[config.mk]
export PLATFORM = sky130hd
export DESIGN_NAME = out_bus_arbiter
export DESIGN_NICKNAME = d
export VERILOG_FILES = /design/src/rtl/out_bus_arbiter_pkg.sv /design/src/rtl/out_bus_arbiter_rr_picker.sv /design/src/rtl/out_bus_arbiter.sv
export SDC_FILE = /design/constraint.sdc
export NUM_CORES = 1
export LEC_CHECK = 0
export CAP_MARGIN = 40
export CORE_ASPECT_RATIO = 0.7
export CORE_MARGIN = 8
export CORE_UTILIZATION = 50
export CTS_BUF_LIST = sky130_fd_sc_hd__clkbuf_4 sky130_fd_sc_hd__clkbuf_8
export DETAILED_ROUTE_END_ITERATION = 8
export PLACE_DENSITY = 0.91
export SYNTH_ARGS = -nofsm -noshare
export SYNTH_HDL_FRONTEND = slang
export SYNTH_SLANG_ARGS = --single-unit
export TNS_END_PERCENT = 30
[constraint.sdc]
create_clock -name clk -period 2.79 [get_ports clk]
set_input_delay 0.279 -clock clk [delete_from_list [all_inputs] [get_ports clk]]
set_output_delay 0.279 -clock clk [all_outputs]
set_load 0.005 [all_outputs]
[src/rtl/out_bus_arbiter_pkg.sv]
// ----------------------------------------------------------------------------
// out_bus_arbiter_pkg
//   Shared types and constants for the out_bus arbiter and its round-robin
//   picker.
//   - arb_state_t : arbiter FSM states
//   - REQ_*       : requester indices on the shared out_bus
//   - wrap_inc    : modulo-n increment used to advance round-robin pointers
// ----------------------------------------------------------------------------
package out_bus_arbiter_pkg;

    typedef enum logic [2:0] {
        IDLE    = 3'd0,
        SEND_HI = 3'd1,
        SEND_LO = 3'd2,
        DONE    = 3'd3,
        ABORT   = 3'd4
    } arb_state_t;

    localparam int REQ_PC  = 0;
    localparam int REQ_MAR = 1;
    localparam int REQ_MDR = 2;

    function automatic int wrap_inc(input int idx, input int n);
        return (idx + 1 >= n) ? 0 : idx + 1;
    endfunction

endpackage

[src/rtl/out_bus_arbiter_rr_picker.sv]
// ----------------------------------------------------------------------------
// out_bus_arbiter_rr_picker
//   Combinational round-robin picker: selects the first set request at or
//   after ptr, wrapping around. Written generically so other bus sharers can
//   reuse it.
//   Ports:
//     req        in   N      request vector
//     ptr        in   IDX_W  index with highest priority this round (< N)
//     grant_next out  N      one-hot winner, 0 when no request
//     grant_idx  out  IDX_W  index of the winner, 0 when no request
//     any_req    out  1      at least one request is set
// ----------------------------------------------------------------------------
module out_bus_arbiter_rr_picker #(
    parameter int N     = 3,
    parameter int IDX_W = 2
) (
    input  logic [N-1:0]     req,
    input  logic [IDX_W-1:0] ptr,
    output logic [N-1:0]     grant_next,
    output logic [IDX_W-1:0] grant_idx,
    output logic             any_req
);

    int               idx;
    logic [IDX_W-1:0] sel;

    always_comb begin
        grant_next = '0;
        grant_idx  = '0;
        any_req    = |req;
        idx        = 0;
        sel        = '0;
        // Scan from the farthest offset down to ptr itself so the last
        // hit written is the closest one to ptr in wrap order.
        for (int off = N - 1; off >= 0; off--) begin
            idx = int'(ptr) + off;
            if (idx >= N) begin
                idx = idx - N;
            end
            sel = IDX_W'(idx);
            if (req[sel]) begin
                grant_next      = '0;
                grant_next[sel] = 1'b1;
                grant_idx       = sel;
            end
        end
    end

endmodule

[src/rtl/out_bus_arbiter.sv]
// ----------------------------------------------------------------------------
// out_bus_arbiter
//   Shares the 8-bit out_bus between the PC, MAR and MDR shift paths. A
//   round-robin winner's 16-bit word is latched and sent high byte first,
//   each byte moved with a valid/ready handshake.
//
//   Handshake: a byte is transferred at a rising clk edge where
//   data_out_ready==1 and ard_receive_ready==1. While data_out_ready is high
//   out_bus is held stable until that edge.
//
//   Ports:
//     clk, rst          clock (rising edge), asynchronous active-high reset
//     req               per-requester request, held until done
//     word_in           flattened words, requester i at [i*WORD_W +: WORD_W]
//     ard_receive_ready receiver accepts the offered byte this cycle
//     grant             one-hot bus owner (held through DONE), 0 when idle
//     done              one-cycle pulse for the requester whose word finished
//     out_bus           byte offered to the receiver
//     data_out_ready    out_bus holds a valid byte
//     shift_done        one-cycle pulse on any completed word
//     busy              FSM not in IDLE
//     timeout_err       sticky: a byte waited too long; cleared only by rst
// ----------------------------------------------------------------------------
module out_bus_arbiter
    import out_bus_arbiter_pkg::*;
#(
    parameter int NUM_REQ = 3,
    parameter int WORD_W  = 16,
    parameter int BYTE_W  = 8,
    parameter int TIMEOUT = 255
) (
    input  logic                      clk,
    input  logic                      rst,
    input  logic [NUM_REQ-1:0]        req,
    input  logic [NUM_REQ*WORD_W-1:0] word_in,
    input  logic                      ard_receive_ready,
    output logic [NUM_REQ-1:0]        grant,
    output logic [NUM_REQ-1:0]        done,
    output logic [BYTE_W-1:0]         out_bus,
    output logic                      data_out_ready,
    output logic                      shift_done,
    output logic                      busy,
    output logic                      timeout_err
);

    localparam int IDX_W = (NUM_REQ > 1) ? $clog2(NUM_REQ) : 1;
    localparam int CNT_W = (TIMEOUT > 1) ? $clog2(TIMEOUT) : 1;
    localparam logic [CNT_W-1:0] CNT_LAST = CNT_W'((TIMEOUT > 0) ? TIMEOUT - 1 : 0);

    arb_state_t          state_q, state_d;
    logic [WORD_W-1:0]   word_q, word_d;
    logic [IDX_W-1:0]    idx_q, idx_d;
    logic [IDX_W-1:0]    ptr_q, ptr_d;
    logic [CNT_W-1:0]    cnt_q, cnt_d;
    logic [NUM_REQ-1:0]  grant_q, grant_d;
    logic [NUM_REQ-1:0]  done_q, done_d;
    logic                shift_done_q, shift_done_d;
    logic                data_out_ready_q, data_out_ready_d;
    logic                busy_q, busy_d;
    logic                timeout_err_q, timeout_err_d;

    logic [NUM_REQ-1:0]  pick_onehot;
    logic [IDX_W-1:0]    pick_idx;
    logic                pick_any;
    logic [WORD_W-1:0]   pick_word;
    logic                sending;
    logic                accept;
    logic                timeout_hit;
    logic [IDX_W-1:0]    next_ptr;

    out_bus_arbiter_rr_picker #(
        .N     (NUM_REQ),
        .IDX_W (IDX_W)
    ) u_picker (
        .req        (req),
        .ptr        (ptr_q),
        .grant_next (pick_onehot),
        .grant_idx  (pick_idx),
        .any_req    (pick_any)
    );

    always_comb begin
        pick_word = '0;
        for (int i = 0; i < NUM_REQ; i++) begin
            if (pick_onehot[i]) begin
                pick_word = word_in[i*WORD_W +: WORD_W];
            end
        end
    end

    assign sending     = (state_q == SEND_HI) || (state_q == SEND_LO);
    assign accept      = sending && ard_receive_ready;
    // A missing accept on the last allowed cycle aborts; TIMEOUT==0 never does.
    assign timeout_hit = (TIMEOUT != 0) && sending && !accept && (cnt_q == CNT_LAST);
    assign next_ptr    = IDX_W'(wrap_inc(int'(idx_q), NUM_REQ));

    always_comb begin
        state_d = state_q;
        word_d  = word_q;
        idx_d   = idx_q;
        ptr_d   = ptr_q;
        grant_d = grant_q;
        // Counter restarts at 0 on every entry into a SEND state.
        cnt_d   = '0;
        case (state_q)
            IDLE: begin
                if (pick_any) begin
                    state_d = SEND_HI;
                    word_d  = pick_word;
                    idx_d   = pick_idx;
                    grant_d = pick_onehot;
                end
            end
            SEND_HI, SEND_LO: begin
                if (accept) begin
                    state_d = (state_q == SEND_HI) ? SEND_LO : DONE;
                end else if (timeout_hit) begin
                    state_d = ABORT;
                    grant_d = '0;
                end else begin
                    cnt_d = cnt_q + 1'b1;
                end
            end
            DONE: begin
                state_d = IDLE;
                grant_d = '0;
                ptr_d   = next_ptr;
            end
            ABORT: begin
                state_d = IDLE;
                ptr_d   = next_ptr;
            end
            default: begin
                state_d = IDLE;
                grant_d = '0;
            end
        endcase

        // Flag outputs are registered from the next state so they line up
        // with the state they describe.
        done_d           = (state_d == DONE) ? grant_q : '0;
        shift_done_d     = (state_d == DONE);
        data_out_ready_d = (state_d == SEND_HI) || (state_d == SEND_LO);
        busy_d           = (state_d != IDLE);
        timeout_err_d    = timeout_err_q || (state_d == ABORT);
    end

    always_ff @(posedge clk or posedge rst) begin
        if (rst) begin
            state_q          <= IDLE;
            word_q           <= '0;
            idx_q            <= '0;
            ptr_q            <= '0;
            cnt_q            <= '0;
            grant_q          <= '0;
            done_q           <= '0;
            shift_done_q     <= 1'b0;
            data_out_ready_q <= 1'b0;
            busy_q           <= 1'b0;
            timeout_err_q    <= 1'b0;
        end else begin
            state_q          <= state_d;
            word_q           <= word_d;
            idx_q            <= idx_d;
            ptr_q            <= ptr_d;
            cnt_q            <= cnt_d;
            grant_q          <= grant_d;
            done_q           <= done_d;
            shift_done_q     <= shift_done_d;
            data_out_ready_q <= data_out_ready_d;
            busy_q           <= busy_d;
            timeout_err_q    <= timeout_err_d;
        end
    end

    always_comb begin
        case (state_q)
            SEND_HI: out_bus = word_q[WORD_W-1:BYTE_W];
            SEND_LO: out_bus = word_q[BYTE_W-1:0];
            default: out_bus = '0;
        endcase
    end

    assign grant          = grant_q;
    assign done           = done_q;
    assign shift_done     = shift_done_q;
    assign data_out_ready = data_out_ready_q;
    assign busy           = busy_q;
    assign timeout_err    = timeout_err_q;

endmodule

Yosys cells after proc, flatten, opt, wreduce, memory -nomap -nowiden
Index checks and enable logic that the tools add are counted.

$add $sub $neg: 7. Equal/unequal tests: 12. Reductions and logical operators: 17. Mux-type cells: 39. Order comparisons: 10. Bitwise gates (word level): 1.

Operators by type and width (number): $mux W16 (3); $mux W3 (10); $mux W8 (3); $pmux W8 S2 (1); $mux W2 (7); $eq A3 B2 Y1 const B (4); $ge A3 B2 Y1 const B (3); $lt A2 B3 Y1 const B (3); $pmux W3 S3 (1); $add A8 B1 Y8 const B (1); $eq A8 B8 Y1 const B (1); $mux W1 (7); $add A2 B1 Y3 const B (2); $bmux W1 S2 (3); $demux W1 S2 (3); $eq A3 B1 Y1 const B (2); $eq A3 B3 Y1 const B (2); $ge A2 B1 Y1 const B (3); $logic_and A1 B1 Y1 (6); $ne A2 B2 Y1 const B (3); $pmux W3 S2 (1); $reduce_and A4 Y1 (1); $reduce_or A2 Y1 (2); $sub A2 B1 Y2 const B (2); other kinds (10) (12).

Output and inout port bits: 18. Input port bits: 54. Logic and storage cells: 97. Flip-flop bits (word level): 41.

Longest topological paths before layout
Gate-level depths: netlist of the first run.

Depth after elaboration: 13. Mapped depth: 11. Depth with buffers taken out: 8.

Modules after synthesis
Synthesis of the first run repeated with hierarchy kept, for this count alone.

Cells, all modules: 249. Area, all modules: 2277.2 um^2.

By module, submodules not included: out_bus_arbiter (area each 2019.4 um^2, times used 1, cells an instance 212, seq. area each 1026.0 um^2); out_bus_arbiter_rr_picker (area each 257.7 um^2, times used 1, cells an instance 37, seq. area each 0.0 um^2).

Worst setup path before layout of the first run
Ideal clock, no wire load.

Path type: register -> register. Start point: register ptr_q[0]. End point: register word_q[10]. Slack: 0.480 ns. Setup time: 0.142 ns. Required time: 2.648 ns. Period minus slack after synthesis: 2.310 ns. Path buffers: 1. Cell stages (with the launch flop): 10. Arrival time: 2.168 ns. Cell sequence: dfrtp_1 -> inv_1 -> ha_1 -> nand2b_1 -> o32a_1 -> a32oi_4 -> a211oi_4 -> buf_6 -> a221oi_2 -> o31ai_2.

Word-level cells in the longest chain between the ends: 13. Elaborated cells on any way between the ends: 38. Those cells by class: add/sub (5); order compare (9); mux (21); reduce/logical (3).

RTL lines: from (decl) (RTL line out_bus_arbiter.sv:53) `logic [IDX_W-1:0] ptr_q, ptr_d;`; from (signal assigned) (RTL line out_bus_arbiter.sv:165) `ptr_q <= ptr_d;`; $add A2 B2 Y3 (RTL line out_bus_arbiter_rr_picker.sv:36) `idx = int'(ptr) + off;`; $ge A3 B2 Y1 / $sub A2 B1 Y2 (equally long branches) (RTL line out_bus_arbiter_rr_picker.sv:37, out_bus_arbiter_rr_picker.sv:38); $mux W2 (RTL line out_bus_arbiter_rr_picker.sv:37) `if (idx >= N) begin`; $lt A2 B3 Y1 (not written as such) / $ge A2 B1 Y1 (equally long branches) (RTL line out_bus_arbiter_rr_picker.sv:43) `grant_next[sel] = 1'b1;`; $logic_and A1 B1 Y1 (not written as such) (RTL line out_bus_arbiter_rr_picker.sv:43); $mux W1 (not written as such) (RTL line out_bus_arbiter_rr_picker.sv:43); $demux W1 S2; $mux W3 (2 in a row) (RTL line out_bus_arbiter_rr_picker.sv:41) `if (req[sel]) begin`; $mux W3 * (RTL line out_bus_arbiter_rr_picker.sv:41); $mux W16 (2 in a row) (RTL line out_bus_arbiter.sv:85) `if (pick_onehot[i]) begin`; $mux W16 * (RTL line out_bus_arbiter.sv:85); to (signal assigned) (RTL line out_bus_arbiter.sv:163) `word_q <= word_d;`; to (decl) (RTL line out_bus_arbiter.sv:51) `logic [WORD_W-1:0] word_q, word_d;`.

Every way passes the cells marked *; elsewhere a longest branch is shown, timed or not. The select of a mux whose other input is x is not followed. A chain may end at the register's enable or synchronous reset.

Worst setup path after layout of the first run
Start point: register ptr_q[0]. End point: register word_q[0].

The elaborated chain is that of the path after synthesis.

==> run summary, run 1 <==
Final hold vios = 0
Yosys top cell area share = 40.43%
Worst-Skew Late Latency = 0.30 ns
CP Cell Sequence = inv_1 > ha_2 > mux2i_1 > o21ai_2 > nor2b_1 > a211oi_4 > buf_4 > a221oi_2 > o31ai_2
Yosys cell types = 49
EDFF count, synth = 0
Critical Path RT = 2.99 ns
Syn nets = 324
Gr usage total = 18.80%
Setup TNS Final = 0 ns
Vias = 2351
Max VDD drop = 695.9 uV
Critical R2R Launch = ptr_q[0]$_DFFE_PP0P_
Vias per cell = 5.776
Syn avg cell area = 9.611 um2
Startpoint Class = flip-flop
Largest area contributor in the netlist = dfrtp_1
Power density cells = 1121 nW/um2
Pins Over Slew Limit = 0
IO buf count = 71
Post-DRT Antenna Nets = 0
Vias in the first global route = 2391
Top cells by area, synth = dfrtp_1, nor2_1, a221oi_2, o31ai_2, nand2_1
Placed cells = 397
Period utilization = 92.67%
Largest net degree at the start of global routing = 42
Gate count of the mapped netlist = 264
Leak = 1.414 nW
Die width = 101.1 um
Unrepaired setup endpoints after global routing = false
Slew @ Worst Pin = 0.6551 ns
DR iter-0 viols = 153
DRC viols = 0
Max FO, Critical Path = 11
Die H = 75.60 um
Final setup fails = 0
List of most frequent post-synthesis cells = dfrtp_1, nor2_1, nand2_1
Initial core utilization = 52.48%
Root Buffer = clkbuf_8
Nets@finish = 397
Clk sinks = 41
GRT overflow = 0
CTS tree = built
CTS clock-pin slew for the worst setup and hold paths = 0.08 ns
Sequential fraction of the synthesis area = 40.43%
WL final = 7.010 mm
R2r endpoint = word_q[0]$_DFFE_PP0P_
RePlAce Congestion = 0.9554
Biggest cell delay along the critical path = 0.43 ns
DIE AREA = 7647 um2
Post-Syn Area = 2537 um2
FF+latch count, synth = 41
Htree depth = 2
Hold WC Path Type = input port to async pin
Synth warn = 0
1st-pass router iterations = 4
Slowest stage cell on the critical path = dfrtp_1
Slew HR = 56.33%
Crit Path Class = flip-flop to flip-flop
Core Area = 4835 um2
DP Area = 3316 um2
Post-layout minimum cycle time = 2.586 ns
Dpl hpwl = 5.268 mm
Max-cap violation count = 0
Max Root-Sink Buffers = 2
Fmax achieved = 0.3868 GHz
CP arrival = 2.79 ns
Initial antenna violation count = 0
TritonCTS Buffers = 5
Share of layout cells above drive strength 1 = 15.09%
Share of flip-flops with an asynchronous set or reset = 100.0%
FF-to-FF path depth = 9
Clock skew = 0.007577 ns
Area growth from synthesis to layout = 36.24%
Avg WL per Cell = 17.22 um
Non-Filler Instances = 407
First-pass GRT wire length = 11.05 mm
# rows = 21
Design area = 3457 um2
Outcome = completed
Slack of the worst reg-to-reg path = 0.20 ns
Commonest register cell after synthesis = dfrtp_1
Cts hold-fix bufs = 0
Antenna cells = 0
I/O Pins = 72
CP endpoint kind = flip-flop
## metrics by stage
step	utilization, %	setup slack (ns)	hold WS, ns	total power, mW
finish	71.51	0.2044	0.3991	3.876
CTS	71.38	0.001038	0.4106	3.826
global route	71.51	0.05889	0.4832	4.118
floorplan	-	0.4801	0.3800	2.609
detailed placement	68.58	0.009520	0.4530	3.272
global placement	68.58	0.1923	0.4471	3.178
## flip-flops by register name (all words and copies together), names as in the netlist
| signal | count |
|---|---|
| word_q | 16 |
| cnt_q | 8 |
| done | 3 |
| grant | 3 |
| state_q | 3 |
| idx_q | 2 |
| ptr_q | 2 |
| busy | 1 |
| data_out_ready | 1 |
| shift_done | 1 |
| timeout_err | 1 |
## critical path, delay by kind of cell, from the launching register on
kind                       cells  cell delay, ns
and+or+nand+nor                1            0.21
adders and majority gates      1            0.34
buffers and inverters          2            0.35
muxes                          1            0.31
DFF                            1            0.43
AOI/OAI and AO/OA              4            0.84
## repair_timing
item / CTS / global route
resized for setup: 0 / 2
endpoints found under the setup margin: 5 / 16
setup buffers: 2 / 0
pin swaps: 1 / 0
## cell type report
class / instances / area (um2)
inverters: 7 / 26.28
fillers: 362 / 1378
repair buffers: 85 / 815.8
clock inverters: 1 / 30.03
clock buffers: 7 / 90.09
flip-flops and latches: 41 / 1026
multi-input cells: 197 / 1383
well taps: 69 / 86.33
## how the worst max path moves through the flow
stage                                     from                      to
after detailed placement  ptr_q[0]$_DFFE_PP0P_  word_q[10]$_DFFE_PP0P_
after global placement                  req[1]   word_q[8]$_DFFE_PP0P_
final                     ptr_q[0]$_DFFE_PP0P_   word_q[0]$_DFFE_PP0P_
after global routing      ptr_q[0]$_DFFE_PP0P_  word_q[10]$_DFFE_PP0P_
after floorplan           ptr_q[0]$_DFFE_PP0P_  word_q[10]$_DFFE_PP0P_
after CTS                 ptr_q[0]$_DFFE_PP0P_  word_q[10]$_DFFE_PP0P_
## kinds of logic after synthesis
group / synth area share, %
adder cells (fa/ha/maj): 3.353
AO/OA/AOI/OAI: 27.07
flip-flops: 40.43
multiplexers: 2.120
XOR/XNOR: 2.071
buffers and inverters: 5.325
AND/OR/NAND/NOR: 19.63
## routing by layer
metal  up-vias  global-route usage (%)  share of wire [%]
met3        14                   6.204                8.9
li1       1108                       -                  -
met5         -                       0                  0
met1      1109                   21.98                 43
met2       120                   32.12                 46
met4         0                   6.404                1.6
## report_power, final
| group | switching, mW | internal [mW] | total [mW] |
|---|---|---|---|
| Combinational | 1.32 | 1.10 | 2.42 |
| Clock | 0.202 | 0.301 | 0.504 |
| Sequential | 0.154 | 0.794 | 0.948 |
## cells in the final DEF (no fill, tap or decap), types with 2 or more instances in the layout
master            n
clkdlybuf4s50_1  71
nor2_1           41
dfrtp_1          41
nand2_1          29
buf_4            14
o31ai_2          11
a221oi_2         10
a22oi_1           9
a21oi_1           9
inv_1             7
o31ai_1           7
o21ai_1           6
a221oi_1          6
clkbuf_8          6
nor2b_1           5
xor2_1            5
ha_1              5
mux2i_1           4
nand3_1           4
nand4_1           3
nand2b_1          3
nand3b_1          3
nor3_1            3
o21ai_0           3
and2_1            3
o21ai_2           2
and3_1            2
nor4_1            2
a32o_1            2
o22ai_1           2
No activity file was read; power rests on OpenSTA's default activity.
==> inputs of run 2 (changes only) <==
SKIP_CTS_REPAIR_TIMING = 1   (was default)
==> run 2 against run 1 <==
  * Core utilization is 0.31 points higher
  * Non-clock buffer count is 2 higher
  * Setup slack worse by 0.067 ns
  * Sequential share of layout area is 0.13 points lower
  * Worst hold slack hardly changed
  * Routed wire length is 0.43% higher
  * First-iteration DRC count is 5.2% lower
  * Sequential power hardly changed
  * Register-to-register slack worse by 0.07 ns
  * Combinational power is 2% higher
  * Sequential cell count stayed put
  * Critical endpoint is now word_q[6]$_DFFE_PP0P_
==> run summary, run 2 (synthesis gave the netlist of run 1 again) <==
Worst-Skew Late Latency = 0.30 ns (about the same)
Fmax achieved = 0.3770 GHz (-2.5%)
Period utilization = 95.07% (+2.4 points)
Unrepaired setup endpoints after global routing = false
Top Registers = word_q (16), cnt_q (8)
Critical Path RT = 2.96 ns (-0.03 ns)
Post-layout minimum cycle time = 2.652 ns (+0.06681 ns)
Storage element area = 1026 um2 (unchanged)
DRC viols = 0 (unchanged)
Die H = 75.60 um (unchanged)
Final setup fails = 0 (unchanged)
Outcome = completed
Avg WL per Cell = 17.21 um (about the same)
CP endpoint kind = flip-flop
Core Area = 4835 um2 (unchanged)
Vias = 2366 (+0.64%)
CTS clock-pin slew for the worst setup and hold paths = 0.08 ns (about the same)
Switching power = 1.692 mW (+0.98%)
WL final = 7.040 mm (+0.43%)
Startpoint Class = flip-flop
I/O Pins = 72 (unchanged)
TritonCTS Buffers = 5 (unchanged)
Clock skew = 0.007531 ns (-0.00004632 ns)
Int Power = 2.234 mW (+1.6%)
Comb pwr share = 63.0% (+0.5 points)
Initial antenna violation count = 0 (unchanged)
GRT overflow = 0 (unchanged)
Die width = 101.1 um (unchanged)
Vias in the first global route = 2364 (-1.1%)
Share of layout cells above drive strength 1 = 15.59% (+0.50 points)
Met2 wire len = 3.280 mm (+1.8%)
# fillers = 356 (-1.7%)
DR iter-0 viols = 145 (-5.2%)
Pins Over Slew Limit = 0 (unchanged)
Slew @ Worst Pin = 0.6411 ns (-0.01398 ns)
FF-to-FF path depth = 9 (unchanged)
Max-cap violation count = 0 (unchanged)
Largest register by flop count = word_q
Reg power frac = 24.2% (-0.3 points)
Hold WC Path Type = input port to async pin
CTS tree = built
CP arrival = 2.82 ns (+0.03 ns)
Post-DRT Antenna Nets = 0 (unchanged)
Most common cell after layout, fill and taps aside = clkdlybuf4s50_1
Dpl hpwl = 5.268 mm (unchanged)
Antenna cells = 0 (unchanged)
First-pass GRT wire length = 10.95 mm (-0.87%)
DIE AREA = 7647 um2 (unchanged)
Area growth from synthesis to layout = 36.83%
Final Total Pwr = 3.926 mW (+1.3%)
Vias per cell = 5.785 (+0.15%)
Nets@finish = 399 (+0.50%)
RePlAce Congestion = 0.9554 (unchanged)
Clk sinks = 41 (unchanged)
# rows = 21 (unchanged)
Setup TNS Final = 0 ns (unchanged)
Most frequent cells in the layout = clkdlybuf4s50_1, nor2_1, dfrtp_1
Dpl ws = 0.009520 ns (unchanged)
DR top layer = met4
IO buf count = 71 (unchanged)
Critical R2R Launch = ptr_q[0]$_DFFE_PP0P_
Met1 WL = 3.099 mm (+1.7%)
Largest net degree at the start of global routing = 42 (unchanged)
Largest register FFs = 16 (unchanged)
Max FO, Critical Path = 11 (unchanged)
Setup slack after layout = 0.1376 ns (-0.06681 ns)
Root Buffer = clkbuf_8
Slack of the worst reg-to-reg path = 0.14 ns (-0.07 ns)
Max VDD drop = 698.6 uV (+0.38%)
Htree depth = 2 (unchanged)
Clock share of power = 12.8% (-0.2 points)
Final hold vios = 0 (unchanged)
Max Root-Sink Buffers = 2 (unchanged)
Leak = 1.424 nW (+0.73%)
Crit Path Class = flip-flop to flip-flop
Switching Fraction = 43.09% (-0.14 points)
Power density cells = 1131 nW/um2 (+0.87%)
Initial core utilization = 52.48% (unchanged)
DR WL met3 = 544 um (-13%)
Slew HR = 57.26% (+0.93 points)
Gr usage total = 18.63% (-0.18 points)
R2r endpoint = word_q[6]$_DFFE_PP0P_
Final core utilization = 71.82% (+0.31 points)
1st-pass router iterations = 5 (+1)
Multi-input logic area = 1383 um2 (unchanged)
-- run 2: cell types whose count changed in the layout (fill, tap and decap cells not counted), sizes merged --
cell and change:
buf +2
-- run 2: area by class of cell --
cell class	instances	share of cell area, %
clock inverters	1	0.8649
well taps	69	2.486
inverters	7	0.7568
clock buffers	7	2.595
flip-flops and latches	41	29.55
repair buffers	87	23.93
multi-input cells	197	39.82
-- run 2: through the flow --
| stage | hold WS (ns) | cells | cell area, um2 |
|---|---|---|---|
| 5_1_grt | 0.4832 | 409 | 3472 |
| 2_1_floorplan | 0.3800 | 264 | 2537 |
| 3_3_place_gp | 0.4471 | 397 | 3316 |
| 4_1_cts | 0.4106 | 405 | 3436 |
| 3_5_place_dp | 0.4530 | 397 | 3316 |
| 6_report | 0.3995 | 409 | 3472 |
-- run 2: per-layer routing --
metal / vias up / GRT usage [%]
met1: 1137 / 22.03
met4: 0 / 6.240
met2: 105 / 31.47
met3: 12 / 6.204
met5: - / 0
li1: 1112 / -
-- run 2: power by group through the flow --
stage / clock, mW / sequential [mW] / combinational (mW)
global placement: 0 / 0.942 / 2.24
finish: 0.503 / 0.950 / 2.47
floorplan: 0 / 0.903 / 1.71
global route: 0.543 / 0.969 / 2.65
CTS: 0.510 / 0.943 / 2.33
detailed placement: 0 / 0.956 / 2.32
-- run 2: worst max path at each step --
stage	depth (start not counted)	slack, ns	end	from
final	9	0.14	word_q[6]$_DFFE_PP0P_	ptr_q[0]$_DFFE_PP0P_
after global routing	9	0.02	word_q[6]$_DFFE_PP0P_	ptr_q[0]$_DFFE_PP0P_
after CTS	9	-0.02	word_q[10]$_DFFE_PP0P_	ptr_q[0]$_DFFE_PP0P_
after detailed placement	9	0.01	word_q[10]$_DFFE_PP0P_	ptr_q[0]$_DFFE_PP0P_
after global placement	8	0.19	word_q[8]$_DFFE_PP0P_	req[1]
after floorplan	9	0.48	word_q[10]$_DFFE_PP0P_	ptr_q[0]$_DFFE_PP0P_
-- run 2: critical path, cell delays in order (launching register included) --
cell	delay, ns
dfrtp_1	0.43
inv_1	0.10
ha_2	0.34
mux2i_1	0.16
o21ai_2	0.33
nor2b_1	0.35
a211oi_4	0.08
buf_4	0.18
a221oi_1	0.40
o31ai_1	0.15
